**src/rtl/fetch_pkg.sv**
```systemverilog
// rtl/fetch_pkg.sv - shared types and constants for the instruction fetch stage
package fetch_pkg;

    typedef enum logic [0:0] {
        FETCH = 1'b0,
        HOLD  = 1'b1
    } fetch_state_e;

    localparam logic [31:0] NOP_INSTR = 32'h0000_0000;
    localparam logic [31:0] PC_STEP   = 32'd4;

endpackage

```
**src/rtl/fetch_hold_buf.sv**
```systemverilog
// rtl/fetch_hold_buf.sv - one-entry buffer parking a fetched word while decode is stalled
module fetch_hold_buf
    import fetch_pkg::*;
(
    input  logic        clk,
    input  logic        rst,
    input  logic        load_i,
    input  logic        drain_i,
    input  logic [31:0] instr_i,
    input  logic [31:0] pc_i,
    output logic [31:0] instr_o,
    output logic [31:0] pc_o,
    output logic        full_o
);

    logic [31:0] instr_q, instr_d;
    logic [31:0] pc_q, pc_d;
    logic        full_q, full_d;

    always_comb begin
        instr_d = instr_q;
        pc_d    = pc_q;
        full_d  = full_q;
        if (load_i) begin
            instr_d = instr_i;
            pc_d    = pc_i;
            full_d  = 1'b1;
        end else if (drain_i) begin
            full_d  = 1'b0;
        end
    end

    always_ff @(posedge clk) begin
        if (rst) begin
            instr_q <= NOP_INSTR;
            pc_q    <= 32'h0;
            full_q  <= 1'b0;
        end else begin
            instr_q <= instr_d;
            pc_q    <= pc_d;
            full_q  <= full_d;
        end
    end

    assign instr_o = instr_q;
    assign pc_o    = pc_q;
    assign full_o  = full_q;

endmodule

```
**src/rtl/fetch_stage.sv**
```systemverilog
// rtl/fetch_stage.sv - PC/nPC fetch with imem req/ack and IF/ID register
// Optional performance counters when FETCH_PERF_EN is defined.
module fetch_stage
    import fetch_pkg::*;
#(
    parameter logic [31:0] RESET_PC = 32'h0000_0000
) (
    input  logic        clk,
    input  logic        rst,
    output logic        imem_req,
    output logic [31:0] imem_addr,
    input  logic        imem_ack,
    input  logic [31:0] imem_rdata,
    input  logic        stall_ID,
    input  logic        flush_ID,
    input  logic        redirect_valid,
    input  logic [31:0] redirect_target,
`ifdef FETCH_PERF_EN
    output logic [31:0] perf_fetch_cnt,
    output logic [31:0] perf_stall_cnt,
`endif
    output logic [31:0] instr_ID,
    output logic [31:0] pc_ID,
    output logic        valid_ID
);

    fetch_state_e state_q, state_d;
    logic [31:0]  pc_q, pc_d;
    logic [31:0]  npc_q, npc_d;
    logic         req_q, req_d;
    logic         redir_pend_q, redir_pend_d;
    logic [31:0]  redir_tgt_q, redir_tgt_d;
    logic [31:0]  instr_q, instr_d;
    logic [31:0]  pcid_q, pcid_d;
    logic         valid_q, valid_d;

    logic [31:0]  tgt_in;
    logic         accept;
    logic         buf_load;
    logic         buf_drain;
    logic [31:0]  buf_instr;
    logic [31:0]  buf_pc;
    logic         buf_full;

    assign tgt_in    = redirect_target & ~32'h3;
    // req_q is low in the first cycle after reset, so an ack there is ignored
    assign accept    = (state_q == FETCH) && req_q && imem_ack;
    assign buf_load  = accept && stall_ID;
    assign buf_drain = (state_q == HOLD) && !stall_ID && buf_full;

    fetch_hold_buf u_hold_buf (
        .clk     (clk),
        .rst     (rst),
        .load_i  (buf_load),
        .drain_i (buf_drain),
        .instr_i (imem_rdata),
        .pc_i    (pc_q),
        .instr_o (buf_instr),
        .pc_o    (buf_pc),
        .full_o  (buf_full)
    );

    always_comb begin
        state_d      = state_q;
        pc_d         = pc_q;
        npc_d        = npc_q;
        redir_pend_d = redir_pend_q;
        redir_tgt_d  = redir_tgt_q;
        instr_d      = instr_q;
        pcid_d       = pcid_q;
        valid_d      = valid_q;

        // Only nPC is redirected, so the delay-slot word at the old nPC is still fetched
        if (accept) begin
            pc_d         = npc_q;
            redir_pend_d = 1'b0;
            if (redirect_valid)
                npc_d = tgt_in;
            else if (redir_pend_q)
                npc_d = redir_tgt_q;
            else
                npc_d = npc_q + PC_STEP;
        end else if (redirect_valid) begin
            redir_pend_d = 1'b1;
            redir_tgt_d  = tgt_in;
        end

        case (state_q)
            FETCH: begin
                if (accept) begin
                    if (stall_ID) begin
                        state_d = HOLD;
                    end else begin
                        instr_d = imem_rdata;
                        pcid_d  = pc_q;
                        valid_d = 1'b1;
                    end
                end
            end
            HOLD: begin
                if (!stall_ID) begin
                    instr_d = buf_instr;
                    pcid_d  = buf_pc;
                    valid_d = buf_full;
                    state_d = FETCH;
                end
            end
            default: state_d = FETCH;
        endcase

        if (flush_ID) begin
            instr_d = NOP_INSTR;
            pcid_d  = 32'h0;
            valid_d = 1'b0;
        end

        req_d = (state_d == FETCH);
    end

    always_ff @(posedge clk) begin
        if (rst) begin
            state_q      <= FETCH;
            pc_q         <= RESET_PC;
            npc_q        <= RESET_PC + PC_STEP;
            req_q        <= 1'b0;
            redir_pend_q <= 1'b0;
            redir_tgt_q  <= 32'h0;
            instr_q      <= NOP_INSTR;
            pcid_q       <= 32'h0;
            valid_q      <= 1'b0;
        end else begin
            state_q      <= state_d;
            pc_q         <= pc_d;
            npc_q        <= npc_d;
            req_q        <= req_d;
            redir_pend_q <= redir_pend_d;
            redir_tgt_q  <= redir_tgt_d;
            instr_q      <= instr_d;
            pcid_q       <= pcid_d;
            valid_q      <= valid_d;
        end
    end

`ifdef FETCH_PERF_EN
    logic [31:0] fetch_cnt_q;
    logic [31:0] stall_cnt_q;

    always_ff @(posedge clk) begin
        if (rst) begin
            fetch_cnt_q <= 32'h0;
            stall_cnt_q <= 32'h0;
        end else begin
            if (accept)
                fetch_cnt_q <= fetch_cnt_q + 32'd1;
            if (stall_ID)
                stall_cnt_q <= stall_cnt_q + 32'd1;
        end
    end

    assign perf_fetch_cnt = fetch_cnt_q;
    assign perf_stall_cnt = stall_cnt_q;
`endif

    assign imem_req  = req_q;
    assign imem_addr = pc_q;
    assign instr_ID  = instr_q;
    assign pc_ID     = pcid_q;
    assign valid_ID  = valid_q;

endmodule

```
**config.mk**
```make
export PLATFORM = sky130hd
export DESIGN_NAME = fetch_stage
export DESIGN_NICKNAME = d
export VERILOG_FILES = /design/src/rtl/fetch_pkg.sv /design/src/rtl/fetch_hold_buf.sv /design/src/rtl/fetch_stage.sv
export SDC_FILE = /design/constraint.sdc
export NUM_CORES = 1
export LEC_CHECK = 0
export ABC_CLOCK_PERIOD_IN_PS = 3700
export CORE_ASPECT_RATIO = 1.4
export CORE_MARGIN = 3
export CORE_UTILIZATION = 57
export DETAILED_ROUTE_END_ITERATION = 8
export PLACE_DENSITY = 0.95
export SLEW_MARGIN = 20
export SYNTH_ARGS = -nofsm -noshare
export SYNTH_HDL_FRONTEND = slang
export SYNTH_SLANG_ARGS = --single-unit
```
**constraint.sdc**
```tcl
create_clock -name clk -period 3.7 [get_ports clk]
set_input_delay 0.37 -clock clk [delete_from_list [all_inputs] [get_ports clk]]
set_output_delay 0.37 -clock clk [all_outputs]
set_load 0.1 [all_outputs]
```
[Word level (Yosys, flattened, before mapping)]
Cells that the tools add are included.
Storage, ports and cells
  register bits after elaboration: 227
  bits in latches: 0
  RAM bits: 0
  ROM bits: 0
  bits of input ports: 70
  output and inout bits: 98
  memories kept: 0
Operators by class
  add/sub/neg operators: 1
  multipliers: 0
  divide/modulo/power cells: 0
  magnitude comparators: 0
  equality and inequality tests: 3
  shift operators: 0
  muxes and demuxes: 19
  bitwise gates (word level): 3
  reductions and logical operators: 11
Operators with widths (number)
  32-bit two-way mux: 8
  32-bit one-hot mux with 2 select lines: 2
  32-bit by 3-bit adder with 32-bit output, second input constant: 1
  1-bit two-way mux: 7
  2-bit != test, second input constant: 3
  1-bit logical AND: 5
  1-bit one-hot mux with 2 select lines: 2
  2-bit OR reduction: 2
  1-bit inverter: 3
  3-bit AND reduction: 1
  2-bit AND reduction: 1
  2-bit nonzero test: 1
  1-bit zero test: 1

[Longest topological paths before layout]
  word-level depth: 6
  mapped depth: 7
  depth with buffers taken out: 6

[Cells and area by module]
Synthesis repeated with hierarchy kept, for this count alone.
Unflattened totals
  cell total of the unflattened synthesis: 1071
  area, all modules: 9522.9 um^2
By module, submodules not included
  fetch_stage: instances 1, cells an instance 861, area an instance 7178.1 um^2, seq. area each 3163.0 um^2
  fetch_hold_buf: instances 1, cells an instance 210, area an instance 2344.7 um^2, seq. area each 1301.2 um^2

[Least setup slack after synthesis]
OpenSTA, ideal clock, no wires.
  kind: flip-flop to flip-flop
  from: register req_q (netlist: imem_req)
  to: register npc_q[25]
  arrival: 2.229 ns
  data required time: 3.630 ns
  path slack: 1.400 ns
  cell stages (with the launch flop): 7
  clock period less this slack: 2.300 ns
  cells stage by stage: dfxtp_1 nand2_1 or2_2 clkbuf_1 or3_1 mux2_2 a21oi_1
On the way
  word-level cells in the longest chain between the ends: 2
Ends and longest elaborated chain
  start, declared: line fetch_stage.sv:30  | logic req_q, req_d;
  start signal, assigned: line fetch_stage.sv:135  | req_q <= req_d;
  1-bit logical AND (2 in series): line fetch_stage.sv:47  | assign accept = (state_q == FETCH) && req_q && imem_ack;
  end signal, assigned: line fetch_stage.sv:124  | npc_q <= RESET_PC + PC_STEP;
  end signal, assigned: line fetch_stage.sv:134  | npc_q <= npc_d;
  end, declared: line fetch_stage.sv:29  | logic [31:0] npc_q, npc_d;
No other way between the ends.
A chain may end at the register's enable or synchronous reset.

[Final worst setup path]
  from: register pc_q[27] (netlist: imem_addr[27])
  to: output port imem_addr[27]
RTL lines
  start, declared: line fetch_stage.sv:28  | logic [31:0] pc_q, pc_d;
  start signal, assigned: line fetch_stage.sv:133  | pc_q <= pc_d;
  end, declared: line fetch_stage.sv:11  | output logic [31:0] imem_addr,
No word-level cell between the ends.

==> impl_metrics.xml <==
<?xml version="1.0" encoding="UTF-8"?>
<metrics>
  <group name="run_status">
    <metric name="run_status" unit="">complete, no violations</metric>
  </group>
  <group name="placed_design">
    <metric name="placedInstanceArea" unit="sq um">10890</metric>
    <metric name="placement.setup.worst_slack" unit="ns">1.032</metric>
    <metric name="port-buffer-count" unit="">161</metric>
    <metric name="gp_weighted_congestion" unit="">0.8826</metric>
    <metric name="place_hpwl" unit="um">16450</metric>
  </group>
  <group name="logic_synthesis">
    <metric name="synth.ff_latch_count" unit="">219</metric>
    <metric name="yosys.cell_count.top_type" unit="">sky130_fd_sc_hd__nand2_1</metric>
    <metric name="synth_common_cells" unit="">sky130_fd_sc_hd__nand2_1, sky130_fd_sc_hd__dfxtp_1, sky130_fd_sc_hd__a21oi_1</metric>
    <metric name="syn-instance-count" unit="">1132</metric>
    <metric name="synthArstFlopShare" unit="">0</metric>
    <metric name="netlist_area" unit="sq um">9219</metric>
    <metric name="ys_warn_count" unit="">0</metric>
    <metric name="synth_sequential_area_ratio" unit="">0.4756</metric>
    <metric name="synth_largest_type_area_fraction" unit="">0.4756</metric>
    <metric name="synth_largest_area_cell" unit="">sky130_fd_sc_hd__dfxtp_1</metric>
    <metric name="avgSynthCellArea" unit="sq um">8.144</metric>
    <metric name="ys_dominant_reg_cell" unit="">sky130_fd_sc_hd__dfxtp_1</metric>
    <metric name="number_of_enable_flip_flop_cells_after_synthesis" unit="">0</metric>
    <metric name="yosys-top-cells-area" unit="">sky130_fd_sc_hd__dfxtp_1, sky130_fd_sc_hd__nand2_1, sky130_fd_sc_hd__a21oi_1, sky130_fd_sc_hd__mux2i_1, sky130_fd_sc_hd__a211oi_1</metric>
    <metric name="netlist-cell-type-count" unit="">60</metric>
  </group>
  <group name="sta">
    <metric name="slew_headroom" unit="">0.2971</metric>
    <metric name="finalMaxSlewViolations" unit="">0</metric>
    <metric name="report.final.hold_viol_count" unit="">0</metric>
    <metric name="tns" unit="ns">0</metric>
    <metric name="worst_pin_slew" unit="ns">1.051</metric>
    <metric name="final.setup.worst_slack" unit="ns">1.214</metric>
    <metric name="timing.final.crit_share" unit="">0.6720</metric>
    <metric name="finalSetupViolations" unit="">0</metric>
    <metric name="period_needed" unit="ns">2.486</metric>
    <metric name="whs" unit="ns">0.3951</metric>
    <metric name="fmax" unit="GHz">0.4022</metric>
    <metric name="finalClockSkew" unit="ns">0.01990</metric>
    <metric name="grt_setup_unrepaired" unit="">false</metric>
  </group>
  <group name="detailed_routing">
    <metric name="dr.pass1.iters" unit="">6</metric>
    <metric name="drt-met1-wl" unit="um">9645</metric>
    <metric name="routed-wl-met3" unit="um">1697</metric>
    <metric name="topRoutingLayerUsed" unit="">met4</metric>
    <metric name="drt_iter0_markers" unit="">880</metric>
    <metric name="wl_per_cell" unit="um">17.24</metric>
    <metric name="wirelength" unit="um">24980</metric>
    <metric name="post-route-drc-count" unit="">0</metric>
    <metric name="ant_nets" unit="">0</metric>
    <metric name="detailroute.wirelength.met2" unit="um">12540</metric>
    <metric name="viasPerCell" unit="">5.992</metric>
    <metric name="via_count" unit="">8683</metric>
  </group>
  <group name="cts">
    <metric name="htreeDepth" unit="">1</metric>
    <metric name="numCtsBuffers" unit="">21</metric>
    <metric name="clkSlewWorstSetupHoldPaths" unit="ns">0.07</metric>
    <metric name="tritoncts_clock_tree" unit="">done</metric>
    <metric name="max_buffers_root_to_sink" unit="">3</metric>
    <metric name="cts.sink_count" unit="">219</metric>
    <metric name="cts.root.buffer_cell" unit="">sky130_fd_sc_hd__clkbuf_16</metric>
    <metric name="clk_latency" unit="ns">0.50</metric>
    <metric name="cts_hold_buf" unit="">0</metric>
    <metric name="cts_setup_buffers" unit="">0</metric>
    <metric name="post_cts_resized" unit="">0</metric>
  </group>
  <group name="critical_path">
    <metric name="timing.critical_path.cells" unit="">clkdlybuf4s50_1</metric>
    <metric name="critical_path_arrival" unit="ns">2.12</metric>
    <metric name="worstReg2RegStart" unit="">state_q</metric>
    <metric name="rrSetupSlack" unit="ns">1.31</metric>
    <metric name="critical_path.top_delay_family" unit="">buffers and inverters</metric>
    <metric name="critical_path_type" unit="">reg2out</metric>
    <metric name="worst_ep_required_time" unit="ns">3.33</metric>
    <metric name="cpMaxStageDelayCell" unit="">sky130_fd_sc_hd__clkdlybuf4s50_1</metric>
    <metric name="worstPathMaxFanout" unit="">4</metric>
    <metric name="crit_path_end_kind" unit="">output port</metric>
    <metric name="number_of_buffers_and_inverters_on_the_critical_path" unit="">1</metric>
    <metric name="startpoint" unit="">imem_addr[27]</metric>
    <metric name="crit_path_start_kind" unit="">flip-flop</metric>
    <metric name="cpPeakStageDelay" unit="ns">1.20</metric>
  </group>
  <group name="global_routing">
    <metric name="grtUsageTotal" unit="">0.2676</metric>
    <metric name="grt_pass1_vias" unit="">8254</metric>
    <metric name="grt_start_max_net_pins" unit="">61</metric>
    <metric name="grt_remaining_overflow" unit="">0</metric>
    <metric name="initial_antenna_violation_count" unit="">0</metric>
    <metric name="grt_first_pass_wirelength" unit="um">39900</metric>
  </group>
  <group name="die">
    <metric name="dieArea" unit="sq um">17760</metric>
    <metric name="rows" unit="">54</metric>
    <metric name="chipWidth" unit="um">113.5</metric>
    <metric name="die_h" unit="um">156.5</metric>
    <metric name="ios" unit="">168</metric>
    <metric name="initial_core_utilization" unit="">0.5856</metric>
    <metric name="fp.coreArea" unit="sq um">15740</metric>
  </group>
  <group name="cells_and_area">
    <metric name="num-fill-cells" unit="">1108</metric>
    <metric name="fin_nets" unit="">1311</metric>
    <metric name="layout-area-overhead-vs-synth" unit="%">25.62</metric>
    <metric name="postLayoutCellArea" unit="sq um">11580</metric>
    <metric name="final_core_utilization" unit="">0.7357</metric>
    <metric name="antenna-diode-count" unit="">0</metric>
    <metric name="final_layout_size_suffix_gt1_frac" unit="">0.05347</metric>
  </group>
  <group name="power">
    <metric name="vdd_ir_drop_max" unit="V">0.0004116</metric>
    <metric name="leakage" unit="nW">3.819</metric>
    <metric name="power.density_cell_area" unit="nW/um^2">467.7</metric>
  </group>
  <group name="hold_path">
    <metric name="worst_hold_path_type" unit="">in2reg</metric>
    <metric name="worstHoldStart" unit="">rst</metric>
  </group>
  <group name="job">
    <metric name="cap_violations" unit="">0</metric>
  </group>
</metrics>
-- metrics by stage --
stage | power [mW] | instances
floorplan | 3.052 | 1135
detailed placement | 3.277 | 1413
finish | 5.416 | 1449
CTS | 5.422 | 1449
global placement | 3.255 | 1413
global route | 5.581 | 1449
-- cells in the final DEF (no fill, tap or decap), drive strengths merged, types with 2 or more instances in the layout --
cell | netlist | final
bufinv | 0 | 2
or2 | 4 | 4
nand3 | 10 | 10
clkinv | 2 | 7
and2 | 3 | 3
a22oi | 6 | 6
clkbuf | 80 | 28
buf | 17 | 19
xor2 | 5 | 5
and4 | 2 | 2
xnor2 | 5 | 5
dfxtp | 219 | 219
mux2i | 68 | 68
o221ai | 2 | 2
nand4 | 12 | 12
or3 | 2 | 2
o32ai | 3 | 3
a221o | 4 | 4
a221oi | 4 | 4
inv | 4 | 5
o31a | 3 | 3
a22o | 3 | 3
clkdlybuf4s50 | 0 | 160
o211ai | 6 | 6
o22ai | 5 | 5
o21a | 2 | 2
nor3 | 9 | 9
or4 | 2 | 2
nor2 | 92 | 92
and3 | 3 | 3
o21ai | 29 | 29
conb | 1 | 4
o211a | 2 | 2
nor4 | 5 | 5
nor2b | 2 | 2
a21oi | 149 | 149
a31oi | 3 | 3
a211oi | 69 | 69
nand2 | 280 | 280
-- worst register-to-register path: stages (launching register included) --
cell and delay (ns):
sky130_fd_sc_hd__dfxtp_4 0.51, sky130_fd_sc_hd__nor2_4 0.51, sky130_fd_sc_hd__and2_2 0.64, sky130_fd_sc_hd__buf_4 0.35, sky130_fd_sc_hd__nand2_1 0.11, sky130_fd_sc_hd__a21oi_1 0.18
-- area by class of cell --
type,instances,area (sq um),share of cell area
clock inverter,8,93.84,0.008103
multi-input combinational,813,4461,0.3852
clock buffer,28,601.8,0.05197
inverter,6,22.52,0.001945
tap,196,245.2,0.02118
sequential,219,4388,0.3789
timing repair buffer,179,1769,0.1528
-- sequential cells by signal, summed over array words and instances, names as in the netlist --
signal,count
imem_addr,30
imem_req,1
instr_ID,32
npc_q,30
pc_ID,30
redir_pend_q,1
redir_tgt_q,30
state_q,1
u_hold_buf.full_o,1
u_hold_buf.instr_o,32
u_hold_buf.pc_o,30
valid_ID,1
-- path summary, 6_finish.rpt --
check             depth (start not counted)             endpoint
setup / recovery                          1        imem_addr[27]
hold / removal                            2            npc_q[15]
setup reg to reg                          5  u_hold_buf.pc_o[16]
hold reg to reg                           2       redir_tgt_q[8]
-- per-layer routing --
| metal | GRT usage | vias to the layer above |
|---|---|---|
| li1 | - | 4135 |
| met1 | 0.3161 | 4040 |
| met2 | 0.4737 | 414 |
| met3 | 0.03791 | 94 |
| met4 | 0.1289 | 0 |
| met5 | 0 | - |
-- cells by family (layout without fill, tap and decap cells) --
family,Yosys count,count (layout),share of synthesized area
and+or+nand+nor,430,430,0.1948
DFF,219,219,0.4756
adders and majority gates,1,1,0.001357
buffers and inverters,103,221,0.04384
xor gates and xnor gates,10,10,0.009500
AOI/OAI and AO/OA,299,299,0.1995
other,1,4,0.0004068
muxes,69,69,0.07505
-- power by group --
group | switching [mW] | internal, mW
Combinational | 0.493 | 0.232
Sequential | 0.0770 | 2.44
Clock | 0.896 | 1.28
Note: power is estimated with default switching activity, not from simulation.
